### src/rtl/mux_rr_arbiter_if.sv
// Requester/downstream bundle for mux_rr_arbiter.
// MUX_ARB_BURST_EN adds the per-requester req_last_in burst delimiter.
interface mux_rr_arbiter_if #(
  parameter int NUM_REQ = 4,
  parameter int DATA_W  = 8
);
  localparam int SEL_W = $clog2(NUM_REQ);

  logic [NUM_REQ-1:0]        req_valid_in;
  logic [NUM_REQ*DATA_W-1:0] req_data_in;
  logic [NUM_REQ-1:0]        req_ready_out;
`ifdef MUX_ARB_BURST_EN
  logic [NUM_REQ-1:0]        req_last_in;
`endif
  logic [DATA_W-1:0]         y_data_out;
  logic                      y_valid_out;
  logic                      y_ready_in;
  logic [NUM_REQ-1:0]        grant_out;
  logic [SEL_W-1:0]          sel_out;
  logic                      busy_out;

  modport slave (
    input  req_valid_in, req_data_in, y_ready_in,
`ifdef MUX_ARB_BURST_EN
    input  req_last_in,
`endif
    output req_ready_out, y_data_out, y_valid_out, grant_out, sel_out, busy_out
  );

  modport master (
    output req_valid_in, req_data_in, y_ready_in,
`ifdef MUX_ARB_BURST_EN
    output req_last_in,
`endif
    input  req_ready_out, y_data_out, y_valid_out, grant_out, sel_out, busy_out
  );
endinterface

### src/rtl/mux_rr_arbiter.sv
// Round-robin arbiter owning the select of an N:1 data mux with valid/ready on both sides.
// MUX_ARB_BURST_EN: grants are held until a transfer carrying req_last_in.
module mux_rr_arbiter #(
  parameter int NUM_REQ = 4,
  parameter int DATA_W  = 8
) (
  input logic             clk_in,
  input logic             rst_n_in,
  mux_rr_arbiter_if.slave bus
);
  localparam int SEL_W = $clog2(NUM_REQ);

  typedef enum logic {IDLE, GRANT} state_t;

  state_t             state_q, state_d;
  logic [NUM_REQ-1:0] grant_q, grant_d;
  logic [SEL_W-1:0]   sel_q, sel_d;
  logic [SEL_W-1:0]   ptr_q, ptr_d;
  logic [SEL_W-1:0]   winner, winner_inc;
  logic               any_valid;
  logic               last_beat;
  logic               xfer;

  // Rotating search from ptr; since ptr sits just past the holder, the holder ranks last.
  always_comb begin
    logic [SEL_W:0]   sum;
    logic [SEL_W-1:0] idx;
    any_valid = 1'b0;
    winner    = '0;
    sum       = '0;
    idx       = '0;
    for (int unsigned i = 0; i < NUM_REQ; i++) begin
      sum = {1'b0, ptr_q} + (SEL_W+1)'(i);
      if (sum >= (SEL_W+1)'(NUM_REQ)) sum = sum - (SEL_W+1)'(NUM_REQ);
      idx = sum[SEL_W-1:0];
      if (!any_valid && bus.req_valid_in[idx]) begin
        any_valid = 1'b1;
        winner    = idx;
      end
    end
    winner_inc = (winner == SEL_W'(NUM_REQ-1)) ? '0 : winner + 1'b1;
  end

`ifdef MUX_ARB_BURST_EN
  assign last_beat = bus.req_last_in[sel_q];
`else
  assign last_beat = 1'b1;
`endif

  always_comb begin
    state_d           = state_q;
    grant_d           = grant_q;
    sel_d             = sel_q;
    ptr_d             = ptr_q;
    xfer              = 1'b0;
    bus.y_valid_out   = 1'b0;
    bus.y_data_out    = '0;
    bus.req_ready_out = '0;
    bus.busy_out      = 1'b0;
    case (state_q)
      IDLE: begin
        if (any_valid) begin
          state_d = GRANT;
          grant_d = {{(NUM_REQ-1){1'b0}}, 1'b1} << winner;
          sel_d   = winner;
          ptr_d   = winner_inc;
        end
      end
      GRANT: begin
        bus.busy_out             = 1'b1;
        bus.y_valid_out          = bus.req_valid_in[sel_q];
        bus.y_data_out           = bus.req_data_in[sel_q*DATA_W +: DATA_W];
        bus.req_ready_out[sel_q] = bus.y_ready_in;
        xfer = bus.req_valid_in[sel_q] & bus.y_ready_in;
        if (xfer && last_beat) begin
          if (any_valid) begin
            grant_d = {{(NUM_REQ-1){1'b0}}, 1'b1} << winner;
            sel_d   = winner;
            ptr_d   = winner_inc;
          end else begin
            state_d = IDLE;
            grant_d = '0;
          end
        end else if (!xfer && !bus.req_valid_in[sel_q]) begin
          // Holder withdrew valid without a handshake: drop the grant, keep ptr.
          state_d = IDLE;
          grant_d = '0;
        end
      end
      default: begin
        state_d = IDLE;
        grant_d = '0;
      end
    endcase
  end

  always_ff @(posedge clk_in or negedge rst_n_in) begin
    if (!rst_n_in) begin
      state_q <= IDLE;
      grant_q <= '0;
      sel_q   <= '0;
      ptr_q   <= '0;
    end else begin
      state_q <= state_d;
      grant_q <= grant_d;
      sel_q   <= sel_d;
      ptr_q   <= ptr_d;
    end
  end

  assign bus.grant_out = grant_q;
  assign bus.sel_out   = sel_q;
endmodule

### src/flat_wrapper.sv
// flat-port wrapper written by rule: the top's interface ports become plain ports
module mux_rr_arbiter_flat 
#(
  parameter int NUM_REQ = 4,
  parameter int DATA_W  = 8
)
  (clk_in, rst_n_in, bus_req_valid_in, bus_req_data_in, bus_y_ready_in, bus_req_ready_out, bus_y_data_out, bus_y_valid_out, bus_grant_out, bus_sel_out, bus_busy_out);
  mux_rr_arbiter_if #(.NUM_REQ(NUM_REQ), .DATA_W(DATA_W)) bus_i ();
  input logic clk_in;
  input logic rst_n_in;
  input wire logic [$bits(bus_i.req_valid_in)-1:0] bus_req_valid_in;
  input wire logic [$bits(bus_i.req_data_in)-1:0] bus_req_data_in;
  input wire logic [$bits(bus_i.y_ready_in)-1:0] bus_y_ready_in;
  output wire logic [$bits(bus_i.req_ready_out)-1:0] bus_req_ready_out;
  output wire logic [$bits(bus_i.y_data_out)-1:0] bus_y_data_out;
  output wire logic [$bits(bus_i.y_valid_out)-1:0] bus_y_valid_out;
  output wire logic [$bits(bus_i.grant_out)-1:0] bus_grant_out;
  output wire logic [$bits(bus_i.sel_out)-1:0] bus_sel_out;
  output wire logic [$bits(bus_i.busy_out)-1:0] bus_busy_out;
  assign bus_i.req_valid_in = bus_req_valid_in;
  assign bus_i.req_data_in = bus_req_data_in;
  assign bus_i.y_ready_in = bus_y_ready_in;
  assign bus_req_ready_out = bus_i.req_ready_out;
  assign bus_y_data_out = bus_i.y_data_out;
  assign bus_y_valid_out = bus_i.y_valid_out;
  assign bus_grant_out = bus_i.grant_out;
  assign bus_sel_out = bus_i.sel_out;
  assign bus_busy_out = bus_i.busy_out;
  mux_rr_arbiter #(.NUM_REQ(NUM_REQ), .DATA_W(DATA_W)) u_core (.clk_in(clk_in), .rst_n_in(rst_n_in), .bus(bus_i));
endmodule
### config.mk
export PLATFORM = sky130hd
export DESIGN_NAME = mux_rr_arbiter_flat
export DESIGN_NICKNAME = d
export VERILOG_FILES = /design/src/rtl/mux_rr_arbiter_if.sv /design/src/rtl/mux_rr_arbiter.sv /design/src/flat_wrapper.sv
export SDC_FILE = /design/constraint.sdc
export NUM_CORES = 1
export LEC_CHECK = 0
export ABC_CLOCK_PERIOD_IN_PS = 1900
export CAP_MARGIN = 25
export CORE_ASPECT_RATIO = 0.7
export CORE_MARGIN = 2
export CORE_UTILIZATION = 32
export DETAILED_ROUTE_END_ITERATION = 8
export PLACE_DENSITY = 0.77
export SYNTH_ARGS = -nofsm -noshare
export SYNTH_HDL_FRONTEND = slang
export SYNTH_SLANG_ARGS = --single-unit
### constraint.sdc
create_clock -name clk_in -period 1.9 [get_ports clk_in]
set_input_delay 0.38 -clock clk_in [delete_from_list [all_inputs] [get_ports clk_in]]
set_output_delay 0.38 -clock clk_in [all_outputs]
set_load 0.1 [all_outputs]
==> results by stage <==
Run status:
- The run finished, with violations left.
- The final reports fail on negative setup slack.

Synthesis:
- The count of mapped cells out of synthesis is 87.
- The number of enable-type register cells in the synthesized netlist is 0.
- Of all flip-flops after synthesis, the portion carrying an async set or reset was 100%.
- The post-synthesis net count is 130.
- The predominant post-synthesis flop cell is dfrtp_1.
- The cell taking the most area after synthesis is dfrtp_1.
- The most repeated cell in the gate-level netlist after synthesis is mux2i_1.
- The count of yosys warnings during synthesis is 0.
- The synthesized netlist occupies a cell area of 902 um^2.
- Ranked by total cell area, the synthesized netlist is headed by dfrtp_1, mux4_2, mux2i_1.
- A synthesized cell averages 10.4 um^2.
- By count the netlist is led by mux2i_1, dfrtp_1, and2_1, mux4_2.
- The top cell type by area accounts for 25.0% of the synthesized area.
- After synthesis, the netlist uses 25 different library cells.
- For this run, the register share of the synthesized area comes to 25.0%.
- The synthesized flop and latch total is 9.

Global routing:
- The pin count of the biggest net entering global routing is 22.
- After global routing the overflow that remains totals 0.
- The first global-routing pass estimated 5.66 mm of wire.
- The number of antenna violations at the first check in global routing came to 0.
- The via count of the first global-routing pass is 1139.
- The overall track demand over capacity in global routing is 23.3%.

Setup path:
- The kind of cell with the highest combined delay along the critical path is flip-flops.
- The delay of the slowest cell on the worst path is 490 ps.
- The data arrival time of the critical path is 1640 ps.
- The critical-path maximum fanout is 6.
- The worst setup path is launched from a flop.
- The critical path is of the reg2out type.
- The critical path endpoint category is a primary output.
- The slowest cell on the critical path is dfrtp_4.
- Walking the worst path, the cells encountered are buf_12 > mux4_2 > and2_4 > buf_12.
- Data on the critical path is required at its endpoint by 1520 ps.
- The number of buffer and inverter instances along the worst setup path is 2.
- The dominant cell type by count on the critical path is buf_12.

Routing:
- The via total after detailed routing is 1037.
- The post-route DRC violation count is 0.
- After detailed routing, the average wire length per cell comes to 16.8 um.
- The initial detailed-routing violation count is 49.
- Once detail routing completed, the nets flagged for antenna violations numbered 0.
- The post-detailed-route via-to-cell ratio is 5.01.
- The number of search-and-repair iterations in the first detailed-routing pass is 4.
- The final layout contains routed wiring with a total length of 3.47 mm.

Timing:
- The number of slew-limit violations in the final report came to 0.
- Setup violations remaining at the end of the flow were counted as 11.
- The final critical-path setup slack is -117 ps.
- The setup clock skew after layout is 7.13 ps.
- The highest attainable clock frequency is 496 MHz.
- After layout, the minimum clock period comes to 2020 ps.
- Setup repair after global routing could not meet its margin everywhere.
- The actual slew at the worst max-slew pin is 439 ps.
- The number of endpoints with negative hold slack in the final report came to 0.
- The worst slew margin relative to its limit is 70.6%.
- The fraction of the cycle the final worst path needs is 106%.

CTS:
- The longest clock path from root to sink contains 2 buffers.
- The clock transition at the registers of the reported paths is 50 ps.
- The number of clock buffers inserted by TritonCTS is 3.
- TritonCTS built the clock tree.
- For the worst-skew pair, the clock arrives at the later sink with an insertion delay of 240 ps.
- Clock tree synthesis found a total of 9 sinks.
- In this run the number of H-tree levels came out at 1.
- CTS placed an instance of clkbuf_8 at the clock tree root.

Cells and area:
- The post-synthesis to final-layout area growth is 135%.
- The number of antenna diodes in the final layout is 0.
- The number of nets in the finished design is 215.
- Cells with a size suffix above 1 make up 57.3% of the layout.

Floorplan:
- The vertical die dimension is 48.4 um.
- The initial core utilization is 32.9%.
- Row generation in the floorplan step produced 16 rows.
- The chip width is 67.5 um.
- During I/O placement, the number of pins put on the boundary was 59.
- The die area is 0.00327 mm^2.
- The placeable core region is 0.00274 mm^2.

Job:
- The max-capacitance violation count is 0.

Placed design:
- Detailed placement ended at an HPWL of 2.61 mm.
- The placer's final routability congestion estimate is 0.888.
- At the placement stage, the worst setup path has a slack of -541 ps.
- The count of port buffers added during placement is 58.

Min path:
- The class of the most critical hold timing path is in2async.
==> cells in the final DEF (no fill, tap or decap), types with 3 or more instances in the layout <==
cell type,count
clkbuf_8,3
mux2_1,3
inv_1,4
dfrtp_4,3
o21ai_0,4
clkdlybuf4s50_1,33
buf_4,24
dfrtp_1,5
ha_1,3
mux4_2,8
buf_12,21
a21oi_2,3
and2_4,8
mux2i_1,7
nor2_4,5
==> stage by stage <==
step	area (um^2)	setup TNS [ps]	cells	hold slack, ps	utilization, %
floorplan	1010	-414	87	84.4	-
global placement	1900	-3430	190	587	69.2
detailed placement	1900	-4110	190	600	69.2
CTS	2070	-933	205	467	75.4
global route	2120	-1560	207	485	77.4
finish	2120	-963	207	453	77.4
==> state kept, by name, indices dropped and copies added (netlist names) <==
signal,count
u_core.bus.grant_out,4
u_core.ptr_q,2
u_core.bus.sel_out,2
u_core.state_q,1
==> final cells by class <==
type | instances | area [um^2]
flip-flops and latches | 9 | 238
well taps | 36 | 45.0
inverters | 5 | 22.5
fillers | 168 | 619
clock buffers | 4 | 45.0
repair buffers | 85 | 991
multi-input cells | 68 | 782
==> final timing paths <==
path,to,depth (start not counted),start,slack (ps)
worst max-delay path,bus_y_data_out[5],4,u_core.bus.sel_out[0],-120
worst min-delay path,u_core.bus.sel_out[0],1,rst_n_in,450
worst max register to register,u_core.bus.grant_out[0],8,u_core.ptr_q[1],30
worst min register to register,u_core.ptr_q[1],1,u_core.ptr_q[1],600
max in group asynchronous,u_core.state_q,1,rst_n_in,1100
min in group clk_in,u_core.ptr_q[1],1,u_core.ptr_q[1],600
==> per-layer routing <==
layer  vias to the layer above  global-route usage, %  wire length (um)
li1                        485                      -                 -
met3                         4                   5.35               157
met2                        29                   37.4              1830
met1                       519                   31.4              1450
met5                         -                      0                 0
met4                         0                   6.12                29
==> timing repair <==
| item | CTS | global route |
|---|---|---|
| resized for setup | 14 | 16 |
| buffers inserted | 11 | 2 |
| pin swaps | 0 | 8 |
| setup endpoints to repair | 16 | 18 |
| hold buffers | 0 | 0 |
==> logic make-up after synthesis <==
| family | Yosys count | share of synthesized area (%) |
|---|---|---|
| buf+inv | 10 | 4.44 |
| mux | 24 | 38.6 |
| flops | 9 | 25.0 |
| simple gates | 29 | 19.6 |
| compound gates | 11 | 6.93 |
| fa+ha+maj | 4 | 5.55 |
Power is not shown: default switching activity piles up to over one toggle a cycle in this logic, so the estimate is an artifact.
